==> config.mk <==
export PLATFORM = sky130hd
export DESIGN_NAME = cvt12_cxu
export DESIGN_NICKNAME = d
export VERILOG_FILES = /design/src/rtl/cvt12_cxu.sv
export SDC_FILE = /design/constraint.sdc
export NUM_CORES = 1
export LEC_CHECK = 0
export ABC_AREA = 1
export ABC_CLOCK_PERIOD_IN_PS = 1600
export BUFFER_PORTS_ARGS = -buffer_cell sky130_fd_sc_hd__buf_2
export CORE_AREA = 2 2 95 97
export CTS_CLUSTER_SIZE = 8
export DETAILED_ROUTE_END_ITERATION = 7
export DIE_AREA = 0 0 97 99
export GPL_ROUTABILITY_DRIVEN = 0
export SYNTH_ARGS = -nofsm -noshare
export SYNTH_HDL_FRONTEND = slang
export SYNTH_SLANG_ARGS = --single-unit
==> constraint.sdc <==
create_clock -name clk -period 1.6 [get_ports clk]
set_input_delay 0.32 -clock clk [delete_from_list [all_inputs] [get_ports clk]]
set_output_delay 0.32 -clock clk [all_outputs]
set_load 0.05 [all_outputs]
==> src/rtl/cvt12_cxu.sv <==
// L2-to-L1 CXU adapter: forwards requests to a fixed-latency L1 CXU and buffers its
// responses in a FIFO sized to the outstanding-request budget, so upstream stalls never drop data.

module cvt12_cxu_chk #(
    parameter int CNT_W = 1
) (
    input logic             clk,
    input logic             rst,
    input logic             push,
    input logic             pop,
    input logic             full,
    input logic [CNT_W-1:0] cnt,
    input logic [CNT_W-1:0] depth
);
    // The credit counter guarantees a full FIFO only ever receives data alongside a pop.
    no_overflow_a: assert property (@(posedge clk) disable iff (!rst) !(push && full && !pop));
    cnt_bound_a:   assert property (@(posedge clk) disable iff (!rst) cnt <= depth);
endmodule

module cvt12_cxu #(
    parameter int CXU_LATENCY    = 0,
    parameter int CXU_FUNC_ID_W  = 10,
    parameter int CXU_DATA_W     = 32,
    parameter int CXU_CXU_ID_W   = 4,
    parameter int CXU_STATE_ID_W = 4,
    parameter int CXU_STATUS_W   = 3
) (
    input  logic                      clk,
    input  logic                      rst,
    input  logic                      clk_en,
    input  logic                      req_valid,
    output logic                      req_ready,
    input  logic [CXU_CXU_ID_W-1:0]   req_cxu,
    input  logic [CXU_STATE_ID_W-1:0] req_state,
    input  logic [CXU_FUNC_ID_W-1:0]  req_func,
    input  logic [CXU_DATA_W-1:0]     req_data0,
    input  logic [CXU_DATA_W-1:0]     req_data1,
    output logic                      resp_valid,
    input  logic                      resp_ready,
    output logic [CXU_STATUS_W-1:0]   resp_status,
    output logic [CXU_DATA_W-1:0]     resp_data,
    output logic                      t_req_valid,
    output logic [CXU_CXU_ID_W-1:0]   t_req_cxu,
    output logic [CXU_STATE_ID_W-1:0] t_req_state,
    output logic [CXU_FUNC_ID_W-1:0]  t_req_func,
    output logic [CXU_DATA_W-1:0]     t_req_data0,
    output logic [CXU_DATA_W-1:0]     t_req_data1,
    input  logic                      t_resp_valid,
    input  logic [CXU_STATUS_W-1:0]   t_resp_status,
    input  logic [CXU_DATA_W-1:0]     t_resp_data
);
    localparam int DEPTH = CXU_LATENCY + 1;
    localparam int PTR_W = (DEPTH > 1) ? $clog2(DEPTH) : 1;
    localparam int CNT_W = $clog2(DEPTH + 1);
    localparam int ENT_W = CXU_STATUS_W + CXU_DATA_W;
    localparam logic [CNT_W-1:0] DEPTH_C  = CNT_W'(DEPTH);
    localparam logic [PTR_W-1:0] PTR_LAST = PTR_W'(DEPTH - 1);

    // Pointers wrap modulo DEPTH, which need not be a power of two.
    function automatic logic [PTR_W-1:0] ptr_inc(input logic [PTR_W-1:0] ptr);
        if (ptr == PTR_LAST) begin
            ptr_inc = {PTR_W{1'b0}};
        end else begin
            ptr_inc = ptr + PTR_W'(1);
        end
    endfunction

    logic [ENT_W-1:0] fifo_mem_r [DEPTH];
    logic [PTR_W-1:0] rd_ptr_r;
    logic [PTR_W-1:0] wr_ptr_r;
    logic [CNT_W-1:0] cnt_r;
    logic [CNT_W-1:0] cnt_nxt_s;
    logic [CNT_W-1:0] occ_r;
    logic [CNT_W-1:0] occ_nxt_s;
    logic             empty_s;
    logic             full_s;
    logic             pop_s;
    logic             push_s;
    logic             accept_s;
    logic [ENT_W-1:0] head_s;

    assign empty_s    = (occ_r == {CNT_W{1'b0}});
    assign full_s     = (occ_r == DEPTH_C);
    assign resp_valid = !empty_s && clk_en;
    assign pop_s      = resp_valid && resp_ready && clk_en;
    // A slot freed by this cycle's pop can be re-issued immediately.
    assign req_ready  = clk_en && ((cnt_r < DEPTH_C) || pop_s);
    assign accept_s   = req_valid && req_ready;
    assign push_s     = t_resp_valid && clk_en;

    assign t_req_valid = accept_s;
    assign t_req_cxu   = req_cxu;
    assign t_req_state = req_state;
    assign t_req_func  = req_func;
    assign t_req_data0 = req_data0;
    assign t_req_data1 = req_data1;

    assign head_s      = fifo_mem_r[rd_ptr_r];
    assign resp_status = head_s[ENT_W-1:CXU_DATA_W];
    assign resp_data   = head_s[CXU_DATA_W-1:0];

    // Outstanding-request credit and FIFO occupancy next-state.
    always_comb begin
        cnt_nxt_s = cnt_r;
        occ_nxt_s = occ_r;
        case ({accept_s, pop_s})
            2'b10:   cnt_nxt_s = cnt_r + CNT_W'(1);
            2'b01:   cnt_nxt_s = cnt_r - CNT_W'(1);
            default: cnt_nxt_s = cnt_r;
        endcase
        case ({push_s, pop_s})
            2'b10:   occ_nxt_s = occ_r + CNT_W'(1);
            2'b01:   occ_nxt_s = occ_r - CNT_W'(1);
            default: occ_nxt_s = occ_r;
        endcase
    end

    // Control state; clk_en gating lives in accept/push/pop so a disabled cycle changes nothing.
    always_ff @(posedge clk or negedge rst) begin
        if (!rst) begin
            cnt_r    <= {CNT_W{1'b0}};
            occ_r    <= {CNT_W{1'b0}};
            rd_ptr_r <= {PTR_W{1'b0}};
            wr_ptr_r <= {PTR_W{1'b0}};
        end else begin
            cnt_r    <= cnt_nxt_s;
            occ_r    <= occ_nxt_s;
            rd_ptr_r <= pop_s ? ptr_inc(rd_ptr_r) : rd_ptr_r;
            wr_ptr_r <= push_s ? ptr_inc(wr_ptr_r) : wr_ptr_r;
        end
    end

    // Response storage; contents are don't-care until written, so no reset.
    always_ff @(posedge clk) begin
        if (push_s) begin
            fifo_mem_r[wr_ptr_r] <= {t_resp_status, t_resp_data};
        end
    end

    cvt12_cxu_chk #(.CNT_W(CNT_W)) u_chk (
        .clk   (clk),
        .rst   (rst),
        .push  (push_s),
        .pop   (pop_s),
        .full  (full_s),
        .cnt   (cnt_r),
        .depth (DEPTH_C)
    );
endmodule

## Word-level counts from Yosys, hierarchy flattened

Memories as Yosys holds them, arrays and structs flattened.
Cells that the tools add are included.

| cells by class | value |
|---|---|
| $add $sub $neg | 4 |
| $mul | 0 |
| divide/modulo/power cells | 0 |
| $lt $le $gt $ge | 1 |
| equal/unequal tests | 4 |
| shift operators | 0 |
| muxes and demuxes | 4 |
| bitwise operators | 0 |
| reduce and logical (&&, ||, !) cells | 9 |

Operators with widths:

| kind | number |
|---|---|
| logical AND 1 bit | 6 |
| == test 2 x 1 -> 1 bit, second input constant | 2 |
| == test 2 bit, second input constant | 2 |
| one-hot mux 1 bit (2 select lines) | 2 |
| nonzero test 2 bit | 2 |
| adder 1 bit, second input constant | 2 |
| two-way mux 1 bit | 2 |
| subtractor 1 bit, second input constant | 2 |
| logical OR 1 bit | 1 |
| less-than comparator 1 bit, second input constant | 1 |

| word-level totals | value |
|---|---|
| register bits after elaboration | 2 |
| latch bits | 0 |
| RAM bits | 35 |
| bits in read-only memories | 0 |
| bits of input ports | 123 |
| output and inout port bits | 120 |
| word-level logic and storage cells | 25 |
| memories | 1 |

Memories:

| memory | depth | bits a word | read ports | clocked after memory_dff | write ports | line | text |
|---|---|---|---|---|---|---|---|
| fifo_mem_r | 1 | 35 | 1 | 0 | 1 | 68 | `logic [ENT_W-1:0] fifo_mem_r [DEPTH];` |

## Longest topological paths before layout

Gate-level depths: netlist (run 1).

| depth | value |
|---|---|
| depth after elaboration | 8 |
| depth in mapped cells | 6 |
| gate-level depth less buffers | 6 |

## Least setup slack after synthesis (run 1)

OpenSTA, ideal clock, no wires.

| timing path | value |
|---|---|
| kind | input to register |
| from | input port t_resp_valid |
| to | memory fifo_mem_r[0][0] (netlist name) (enable) |
| library setup time | 0.390 ns |
| arrival | 1.081 ns |
| required time | 1.210 ns |
| path slack | 0.128 ns |
| stages on the path | 2 |
| path through | nand2_1 -> inv_1 |

| on the way | value |
|---|---|
| longest elaborated chain between the ends | 3 |

RTL lines:

| what | line | text |
|---|---|---|
| start: declaration | 48 | `input logic t_resp_valid,` |
| logical AND 1 bit | 89 | `assign push_s = t_resp_valid && clk_en;` |
| named net push_s | 78 | `logic push_s;` |
| two-way mux 1 bit | 135 | `if (push_s) begin` |
| two-way mux 1 bit (implied by the code) | 136 | `fifo_mem_r[wr_ptr_r] <= {t_resp_status, t_resp_data};` |
| end: declaration | 68 |  |

The timed path passes the listed nets, and every way through them passes these cells.

## Worst setup path after layout (run 1)

| timing path | value |
|---|---|
| from | register cnt_r |
| to | output port t_req_valid |

| on the way | value |
|---|---|
| longest elaborated chain between the ends | 4 |

RTL lines:

| what | line | text |
|---|---|---|
| start: declaration | 71 | `logic [CNT_W-1:0] cnt_r;` |
| start signal: assignment | 121 | `cnt_r <= {CNT_W{1'b0}};` |
| start signal: assignment | 126 | `cnt_r <= cnt_nxt_s;` |
| less-than comparator 1 bit | 87 | `assign req_ready = clk_en && ((cnt_r < DEPTH_C) \|\| pop_s);` |
| logical OR 1 bit | 87 |  |
| logical AND 1 bit | 87 |  |
| logical AND 1 bit | 88 | `assign accept_s = req_valid && req_ready;` |
| end: declaration | 42 | `output logic t_req_valid,` |

Every way passes these cells.

==> parameters.txt, run 1 <==
Parameter                              Value

Synth
  Top area cells in the synthesized netlist ... edfxtp_1 (58%), buf_4 (34%), dfrtp_1 (2.8%), nand2_1 (1.2%), inv_1 (0.83%)
  Number of warnings reported in the yosys synthesis log ... 0
  Total standard cell area after synthesis ... 1810 um2
  Top cell type's share of synthesized area ... 58.2%
  Seq/Total Area, Yosys ... 60.9%
  Avg Cell Area, Syn ... 13.3 um2
  Count of unique library cells instantiated by Yosys ... 11
  Post-Syn Nets ... 260
  Flop and latch count out of synthesis ... 37
  Cell type with the largest total area after synthesis ... edfxtp_1
  Synth Instances ... 136

Finish
  Combined flip-flop and latch cell area ... 1100 um2
  Commonest non-fill, non-tap cell in the layout ... buf_2
  Share of final-layout standard cells stronger than drive strength 1 ... 63.6%
  Multi-input gate area in the final layout ... 71.3 um2
  Final nets ... 266
  N_diodes ... 0
  Most frequent cells in the layout ... buf_2 (77), edfxtp_1 (35), nand2_1 (6)
  Synthesis-to-layout area growth ... 1.80%
  Post-Layout Inst Area ... 1840 um2
  Fill cell instance count of the final layout ... 912

Pwr
  Leak Pwr ... 0.798 nW
  Total power draw ... 0.00224 W
  Worst IR drop on VDD ... 0.000266 V
  Cell area power density ... 1220 nW/um2

Routing
  Drc violations ... 0
  Total via count in the routed design ... 857
  Remaining antenna violation count ... 0
  First-pass iteration count of the detailed router ... 2
  DR WL/cell ... 18.5 um
  Final wirelength ... 4660 um
  Drt first-iter violations ... 1
  Drt via density ... 3.41

Setup path
  Reg-to-reg endpoint ... cnt_r
  Internal reg-to-reg setup slack ... 0.43 ns
  Cell seen most often among critical-path stages ... nand2_2
  Worst Path Required ... 1.28 ns
  Worst Path Class, Setup ... flip-flop to primary output
  Number of buffer and inverter instances along the worst setup path ... 3
  Slowest library cell on the worst path ... dfrtp_1
  Critical path launch point type ... flip-flop
  Path depth of the worst reg2reg path ... 6
  Sequence of cells on the critical path ... inv_1 > nand2_1 > nand2_2 > nand2_2 > inv_2 > clkbuf_4
  FF-to-FF Start ... cnt_r
  Maximum fanout along the worst path ... 2
  Arrival time at the worst endpoint ... 1.15 ns
  Slowest Stage Delay on Critical Path ... 0.39 ns
  Crit path max-delay family ... flip-flops
  Endpoint class of the critical path ... primary output

Global routing
  Antenna violations before repair ... 0
  Overall fraction of global-route tracks in use ... 9.13%
  Pin count of the biggest net entering global routing ... 37
  Global-route wire length before repair ... 6240 um
  Via count of the first global-routing pass ... 879
  Remaining global-route overflow ... 0

Placement
  Total placed instance area ... 1740 um2
  HPWL after detailed placement ... 4050 um
  Number of port buffers ... 78

Hold path
  Hold Path Depth ... 1
  Hold Path End ... fifo_mem_r[0][7]
  Startpoint of the most critical hold path ... t_resp_data[7]
  Type of the most critical hold path ... input pin to flip-flop

Clocking
  Clock latency at the later pin of the worst-skew pair ... 0.27 ns
  Clock tree from TritonCTS ... yes
  Cell chosen for the clock root ... clkbuf_8
  Clock transition at path regs ... 0.07 ns
  Total CTS buffers ... 5
  H-tree level count ... 2
  Maximum clock path buffer count ... 2
  # clock sinks ... 37

Timing
  Setup TNS after final layout ... 0 ns
  FMAX ... 0.681 GHz
  Share of the cycle needed by the critical path after routing ... 91.8%
  Post-route clock skew ... 0.0000292 ns
  Unrepaired setup endpoints after global routing ... no
  Measured slew at the worst slew-check pin ... 0.257 ns
  Number of max-slew violations in the final report ... 0
  Final-report hold violation count ... 0
  Final setup violation count ... 0
  Final min period ... 1.47 ns
  Worst slew margin ... 83.0%

Run status
  Run status ... complete, no violations

Floorplan
  Row count ... 34
  Die span in y ... 99 um
  Top-level port count ... 243
  Die span in x ... 97 um
  Initial Utilization ... 21.1%
  Die ar. ... 9600 um2
  Core area ... 8550 um2

Job
  Count of maximum capacitance violations ... 0
## worst max path at each step
stage	from	endpoint	slack, ns	cells past startpoint
finish	cnt_r	t_req_valid	0.13	6
global route	cnt_r	t_req_valid	0.04	6
CTS	full_s	t_req_valid	0.03	5
detailed placement	clk_en	t_req_valid	0.29	6
global placement	clk_en	t_req_valid	0.32	6
floorplan	t_resp_valid	fifo_mem_r[0][0]	0.13	2
## report_power, final
| group | total (W) | internal [W] | switching (W) |
|---|---|---|---|
| logic | 0.000486 | 0.000128 | 0.000358 |
| clock network | 0.000583 | 0.000301 | 0.000282 |
| registers | 0.00117 | 0.00115 | 0.0000254 |
| total | 0.00224 | 0.00158 | 0.000665 |
## cell usage after synthesis (all sizes together)
master  number
inv          5
edfxtp      35
ha           1
dfrtp        2
xnor2        1
buf         82
nand2        8
nand3        2
## registers in the layout, indices dropped and copies added (netlist names)
register    cells
fifo_mem_r     35
cnt_r           1
full_s          1
## metrics by stage
step                      hold WS, ns  worst slack (ns)  util, %  instances
after global placement          0.106             0.325     20.3        241
after global routing            0.197            0.0449     21.5        251
after CTS                       0.208            0.0284     21.4        250
after floorplan                0.0244             0.128        -        136
after detailed placement        0.109             0.288     20.3        241
final                           0.222             0.131     21.5        251
## final cells by class
class | count | share of cell area [%]
clock buffers | 6 | 3.95
inverters | 5 | 1.02
well taps | 108 | 7.35
repair buffers | 81 | 23.4
flip-flops and latches | 37 | 59.9
multi-input cells | 12 | 3.88
clock inverters | 2 | 0.544
## cell families after synthesis
group	Yosys count	synth area share, %
AND/OR/NAND/NOR	10	2.77
flip-flops	37	60.9
buffers and inverters	87	35.1
adder cells (fa/ha/maj)	1	0.692
XOR/XNOR	1	0.485
## routing by layer
layer / track usage (%) / share of wire (%) / vias to the layer above
li1: - / - / 371
met4: 6.83 / 4.4 / 0
met1: 5.44 / 22 / 335
met2: 15.2 / 48 / 129
met5: 0 / 0 / -
met3: 9.79 / 25 / 22
## what timing repair did
item / in CTS / in global routing
gates resized for setup: 0 / 1
hold buffers: 1 / 0
endpoints found under the setup margin: 0 / 1
setup buffers: 0 / 1
endpoints found under the hold margin: 2 / 0
Note: power is estimated with default switching activity, not from simulation.
==> run 2: changes to the inputs <==
==> constraint.sdc (replaced) <==
create_clock -name clk -period 1.6 [get_ports clk]
set_input_delay 0.32 -clock clk [delete_from_list [all_inputs] [get_ports clk]]
set_output_delay 0.32 -clock clk [all_outputs]
set_load 0.1 [all_outputs]
==> parameters.txt, run 2 (synthesis results as in run 1) <==
Parameter                              Value

Run status
  Run status ... complete, no violations

Finish
  Fill cell instance count of the final layout ... 927 (+1.6%)
  Max reg flops ... 35 (unchanged)
  Synthesis-to-layout area growth ... 4.29%
  Register with the most flip-flops ... fifo_mem_r
  Commonest non-fill, non-tap cell in the layout ... buf_2
  Share of final-layout standard cells stronger than drive strength 1 ... 64.3% (+0.70 points)
  Most frequent cells in the layout ... buf_2 (75), edfxtp_1 (35), nand2_1 (5), clkbuf_8 (5), inv_1 (4)
  Final nets ... 266 (unchanged)
  Non-Filler Instances ... 251 (unchanged)
  N_diodes ... 0 (unchanged)

Floorplan
  Die span in x ... 97 um (unchanged)
  Core area ... 8550 um2 (unchanged)
  Top-level port count ... 243 (unchanged)
  Die ar. ... 9600 um2 (unchanged)
  Row count ... 34 (unchanged)
  Initial Utilization ... 21.1% (unchanged)
  Die span in y ... 99 um (unchanged)

Global routing
  Global-route wire length before repair ... 6470 um (+3.5%)
  Antenna violations before repair ... 0 (unchanged)
  Remaining global-route overflow ... 0 (unchanged)
  Pin count of the biggest net entering global routing ... 30 (-19%)
  Via count of the first global-routing pass ... 920 (+4.7%)
  Overall fraction of global-route tracks in use ... 9.30% (+0.18 points)

Routing
  Remaining antenna violation count ... 0 (unchanged)
  DR WL/cell ... 18.9 um (+2.1%)
  Drt first-iter violations ... 10 (+9)
  Final wirelength ... 4750 um (+2.1%)
  Drt via density ... 3.56 (+4.2%)
  Drc violations ... 0 (unchanged)
  First-pass iteration count of the detailed router ... 4 (+2)
  Total via count in the routed design ... 893 (+4.2%)

Timing
  FMAX ... 0.646 GHz (-5.1%)
  Number of max-slew violations in the final report ... 0 (unchanged)
  Measured slew at the worst slew-check pin ... 0.508 ns (+0.251 ns)
  Unrepaired setup endpoints after global routing ... yes
  Final min period ... 1.55 ns (+0.0793 ns)
  Worst slew margin ... 66.3% (-17 points)
  Final setup violation count ... 0 (unchanged)
  Final-report hold violation count ... 0 (unchanged)
  Post-route clock skew ... 0.0000322 ns (+0.00000303 ns)
  Share of the cycle needed by the critical path after routing ... 96.7% (+5.0 points)

Setup path
  Critical path launch point type ... flip-flop
  Slowest Stage Delay on Critical Path ... 0.43 ns (+0.04 ns)
  Maximum fanout along the worst path ... 4 (+2)
  Slowest library cell on the worst path ... dfrtp_1
  Endpoint class of the critical path ... primary output
  Worst Path Class, Setup ... flip-flop to primary output
  Sequence of cells on the critical path ... nand3_4 > nand2_4 > nand2_2 > inv_2 > buf_12
  Arrival time at the worst endpoint ... 1.23 ns (+0.08 ns)
  Worst Path Required ... 1.28 ns (about the same)

Clocking
  Clock tree from TritonCTS ... yes
  # clock sinks ... 37 (unchanged)
  Clock transition at path regs ... 0.07 ns (about the same)
  Clock latency at the later pin of the worst-skew pair ... 0.28 ns (about the same)
  Total CTS buffers ... 5 (unchanged)
  Cell chosen for the clock root ... clkbuf_8
  Maximum clock path buffer count ... 2 (unchanged)
  Post-CTS setup buffer count ... 0 (unchanged)
  H-tree level count ... 2 (unchanged)

Pwr
  Leak Pwr ... 0.808 nW (+1.3%)
  Total power draw ... 0.00260 W (+16%)
  Cell area power density ... 1380 nW/um2 (+13%)
  Worst IR drop on VDD ... 0.000279 V (+4.8%)

Hold path
  Type of the most critical hold path ... input pin to flip-flop

Placement
  Number of port buffers ... 78 (unchanged)
  Placed cell count ... 242 (+0.41%)

Job
  Count of maximum capacitance violations ... 0 (unchanged)
[run 2: stage by stage]
step                worst slack, ns  util (%)  instance area (um2)  hold WS (ns)   TNS, ns
CTS                          0.0379      21.9                 1870         0.201         0
detailed placement            0.305      20.8                 1780         0.109         0
floorplan                    0.0603         -                 1810        0.0244         0
global route               -0.00955      22.0                 1880         0.195  -0.00955
global placement              0.336      20.8                 1780         0.105         0
finish                       0.0521      22.0                 1880         0.210         0
[run 2: final timing paths]
path	from	to	slack, ns	cells after the start
setup / recovery	full_s	t_req_valid	0.05	5
hold / removal	t_resp_data[10]	fifo_mem_r[0][10]	0.21	1
setup reg to reg	full_s	cnt_r	0.36	5
hold reg to reg	cnt_r	cnt_r	0.48	1
max in group asynchronous	rst	full_s	1.15	2
min in group asynchronous	rst	cnt_r	0.36	2
[run 2: final cells by class]
class / instances / area, um2 / area share (%)
Clock inverter: 2 / 10.0 / 0.531
Multi-Input combinational cell: 12 / 86.3 / 4.58
Tap cell: 108 / 135 / 7.17
Inverter: 5 / 18.8 / 0.996
Clock buffer: 6 / 72.6 / 3.85
Timing Repair Buffer: 81 / 460 / 24.4
Sequential cell: 37 / 1100 / 58.4
[run 2: layer usage]
layer	part of all wire, %	track usage, %	vias up
met2	50	15.8	143
met5	0	0	-
met4	4.2	6.07	0
met1	23	6.09	352
met3	23	9.29	28
li1	-	-	370
[run 2: report_power, final]
| group | total, W | leakage, nW | switching [W] | internal, W |
|---|---|---|---|---|
| clock | 0.000604 | 0.0450 | 0.000303 | 0.000301 |
| combinational | 0.000820 | 0.411 | 0.000656 | 0.000164 |
| sequential | 0.00118 | 0.352 | 0.0000323 | 0.00115 |
[run 2: worst max-delay path, delay by kind of cell, from the launching register on]
kind          cells  cell delay [ns]
flops             1             0.43
simple gates      3             0.27
buf+inv           2             0.24
[run 2: repair_timing]
item | CTS | global route
hold buffers | 1 | 0
gates resized for setup | 0 | 3
endpoints found under the hold margin | 2 | 0
setup endpoints to repair | 0 | 1
==> run 3: changes to the inputs <==
Settings changed: CTS_CLUSTER_DIAMETER from default to 30, PLACE_DENSITY_LB_ADDON from default to 0.08.
==> parameters.txt, run 3 (synthesis results as in run 1) <==
Parameter                              Value

Floorplan
  Initial Utilization ... 21.1% (unchanged)
  Row count ... 34 (unchanged)
  Die ar. ... 9600 um2 (unchanged)
  Die span in y ... 99 um (unchanged)
  Top-level port count ... 243 (unchanged)
  Die span in x ... 97 um (unchanged)
  Core area ... 8550 um2 (unchanged)

Job
  Count of maximum capacitance violations ... 0 (unchanged)

Run status
  Run status ... complete, no violations

Pwr
  Clock network power share ... 29.2% (+6.0 points)
  Switching power share of the total ... 36.8% (-1.2 points)
  Worst IR drop on VDD ... 0.000337 V (+21%)
  Flop pwr share ... 41.4% (-3.9 points)
  Cell area power density ... 1470 nW/um2 (+6.5%)
  Total internal power ... 0.00179 W (+11%)
  Combinational power share ... 29.4% (-2.1 points)
  Switching power ... 0.00104 W (+5.3%)
  Leak Pwr ... 0.825 nW (+2.0%)

Hold path
  Startpoint of the most critical hold path ... t_resp_status[1]
  Hold Path Depth ... 1 (unchanged)
  Type of the most critical hold path ... input pin to flip-flop
  Hold Path End ... fifo_mem_r[0][33]

Timing
  Final setup violation count ... 0 (unchanged)
  Final min period ... 1.53 ns (-0.0222 ns)
  Final-report hold violation count ... 0 (unchanged)
  Worst slew margin ... 66.3% (-0.086 points)
  Final hold slack ... 0.196 ns (-0.0138 ns)
  Setup TNS after final layout ... 0 ns (unchanged)
  Share of the cycle needed by the critical path after routing ... 95.4% (-1.4 points)
  Measured slew at the worst slew-check pin ... 0.510 ns (+0.00130 ns)
  Post-route clock skew ... 0.00134 ns (+0.00131 ns)
  FMAX ... 0.655 GHz (+1.5%)
  Unrepaired setup endpoints after global routing ... no
  Number of max-slew violations in the final report ... 0 (unchanged)

Finish
  Non-Filler Instances ... 252 (+0.40%)
  Post-Layout Inst Area ... 1930 um2 (+2.3%)
  Most frequent cells in the layout ... buf_2 (75), edfxtp_1 (35), nand2_1 (6)
  Final nets ... 267 (+0.38%)
  Max reg flops ... 35 (unchanged)
  Synthesis-to-layout area growth ... 6.65%
  Register with the most flip-flops ... fifo_mem_r
  Share of final-layout standard cells stronger than drive strength 1 ... 64.6% (+0.25 points)
  Post-route core utilization ... 22.5% (+0.50 points)
  N_diodes ... 0 (unchanged)
  Commonest non-fill, non-tap cell in the layout ... buf_2

Setup path
  Arrival time at the worst endpoint ... 1.21 ns (-0.02 ns)
  FF-to-FF Start ... cnt_r
  Internal reg-to-reg setup slack ... 0.38 ns (+0.02 ns)
  Slowest library cell on the worst path ... dfrtp_1
  Reg-to-reg endpoint ... cnt_r
  Worst Path Required ... 1.28 ns (about the same)
  Maximum fanout along the worst path ... 2 (-2)
  Critical path launch point type ... flip-flop
  Worst Path Class, Setup ... flip-flop to primary output
  Path depth of the worst reg2reg path ... 6 (+1)
  Endpoint class of the critical path ... primary output
  Slowest Stage Delay on Critical Path ... 0.40 ns (-0.03 ns)
  Sequence of cells on the critical path ... inv_1 > nand2_1 > nand2_4 > nand2_2 > inv_2 > buf_12

Routing
  Final wirelength ... 4810 um (+1.3%)
  Total via count in the routed design ... 910 (+1.9%)
  Drt first-iter violations ... 16 (+6)
  Drc violations ... 0 (unchanged)
  DR WL/cell ... 19.1 um (+0.86%)
  Remaining antenna violation count ... 0 (unchanged)
  First-pass iteration count of the detailed router ... 3 (-1)
  Drt via density ... 3.61 (+1.5%)

Global routing
  GRT busiest layer ... met2
  Grt met2 use ... 15.9% (+0.16 points)
  Pin count of the biggest net entering global routing ... 37 (+23%)
  Antenna violations before repair ... 1 (+1)
  Routing usage on met1 ... 7.62% (+1.5 points)
  GR Layer Usage met3 ... 8.65% (-0.64 points)
  Overall fraction of global-route tracks in use ... 9.63% (+0.33 points)
  Remaining global-route overflow ... 0 (unchanged)
  Global-route wire length before repair ... 6750 um (+4.4%)
  Via count of the first global-routing pass ... 997 (+8.4%)

Clocking
  # clock sinks ... 37 (unchanged)
  Clock transition at path regs ... 0.08 ns (about the same)
  Clock latency at the later pin of the worst-skew pair ... 0.28 ns (about the same)
  Cell chosen for the clock root ... clkbuf_8
  Maximum clock path buffer count ... 2 (unchanged)
  Total CTS buffers ... 5 (unchanged)
  H-tree level count ... 2 (unchanged)
  Post-CTS sizing ... 0 (unchanged)
  Clock tree from TritonCTS ... yes

Placement
  Number of port buffers ... 78 (unchanged)
  Total placed instance area ... 1790 um2 (+0.42%)
  Placed cell count ... 241 (-0.41%)
-- run 3: cell types whose count changed in the layout (fill, tap and decap cells not counted), sizes merged --
| cell | before | now |
|---|---|---|
| buf | 79 | 81 |
| bufinv | 0 | 1 |
| clkbuf | 7 | 5 |
| clkinv | 2 | 1 |
| clkinvlp | 0 | 1 |
-- run 3: per-layer routing --
layer	vias to the layer above	routed length, um
met4	2	217
met1	387	1340
met5	-	11
met3	35	852
met2	114	2390
li1	372	-
-- run 3: power groups by stage --
stage	Sequential, W	Combinational (W)	Clock [W]
2_1_floorplan	0.00163	0.00116	0
3_3_place_gp	0.00120	0.000823	0
3_5_place_dp	0.00120	0.000825	0
4_1_cts	0.00118	0.000829	0.000865
5_1_grt	0.00118	0.000861	0.000909
6_report	0.00117	0.000833	0.000827
-- run 3: final cells by class --
cell class	count	area, um2
inverter	5	18.8
multi-input combinational	12	76.3
tap	108	135
sequential	37	1100
fill	904	6620
clock buffer	5	68.8
clock inverter	3	46.3
timing repair buffer	82	480
-- run 3: metrics by stage --
step	setup WS, ns	power, W
after floorplan	0.0603	0.00279
after global placement	0.330	0.00202
after detailed placement	0.311	0.00202
after CTS	0.0139	0.00287
after global routing	0.0144	0.00295
final	0.0743	0.00283
-- run 3: timing repair --
item                       CTS  global route
setup endpoints to repair    0             1
hold buffers                 1             0
hold endpoints to repair     2             0
setup buffers                0             2
-- run 3: worst max-delay path by stage --
stage / startpoint / endpoint / slack [ns] / cells past startpoint
final: cnt_r / t_req_valid / 0.07 / 6
after global routing: full_s / t_req_valid / 0.01 / 5
after CTS: full_s / t_req_valid / 0.01 / 5
after detailed placement: clk_en / t_req_valid / 0.31 / 6
after global placement: clk_en / t_req_valid / 0.33 / 6
after floorplan: full_s / t_req_valid / 0.06 / 4
-- run 3: critical path, delay by kind of cell, from the launching register on --
| family | cells | cell delay, ns |
|---|---|---|
| flops | 1 | 0.40 |
| buf+inv | 3 | 0.28 |
| simple gates | 3 | 0.24 |
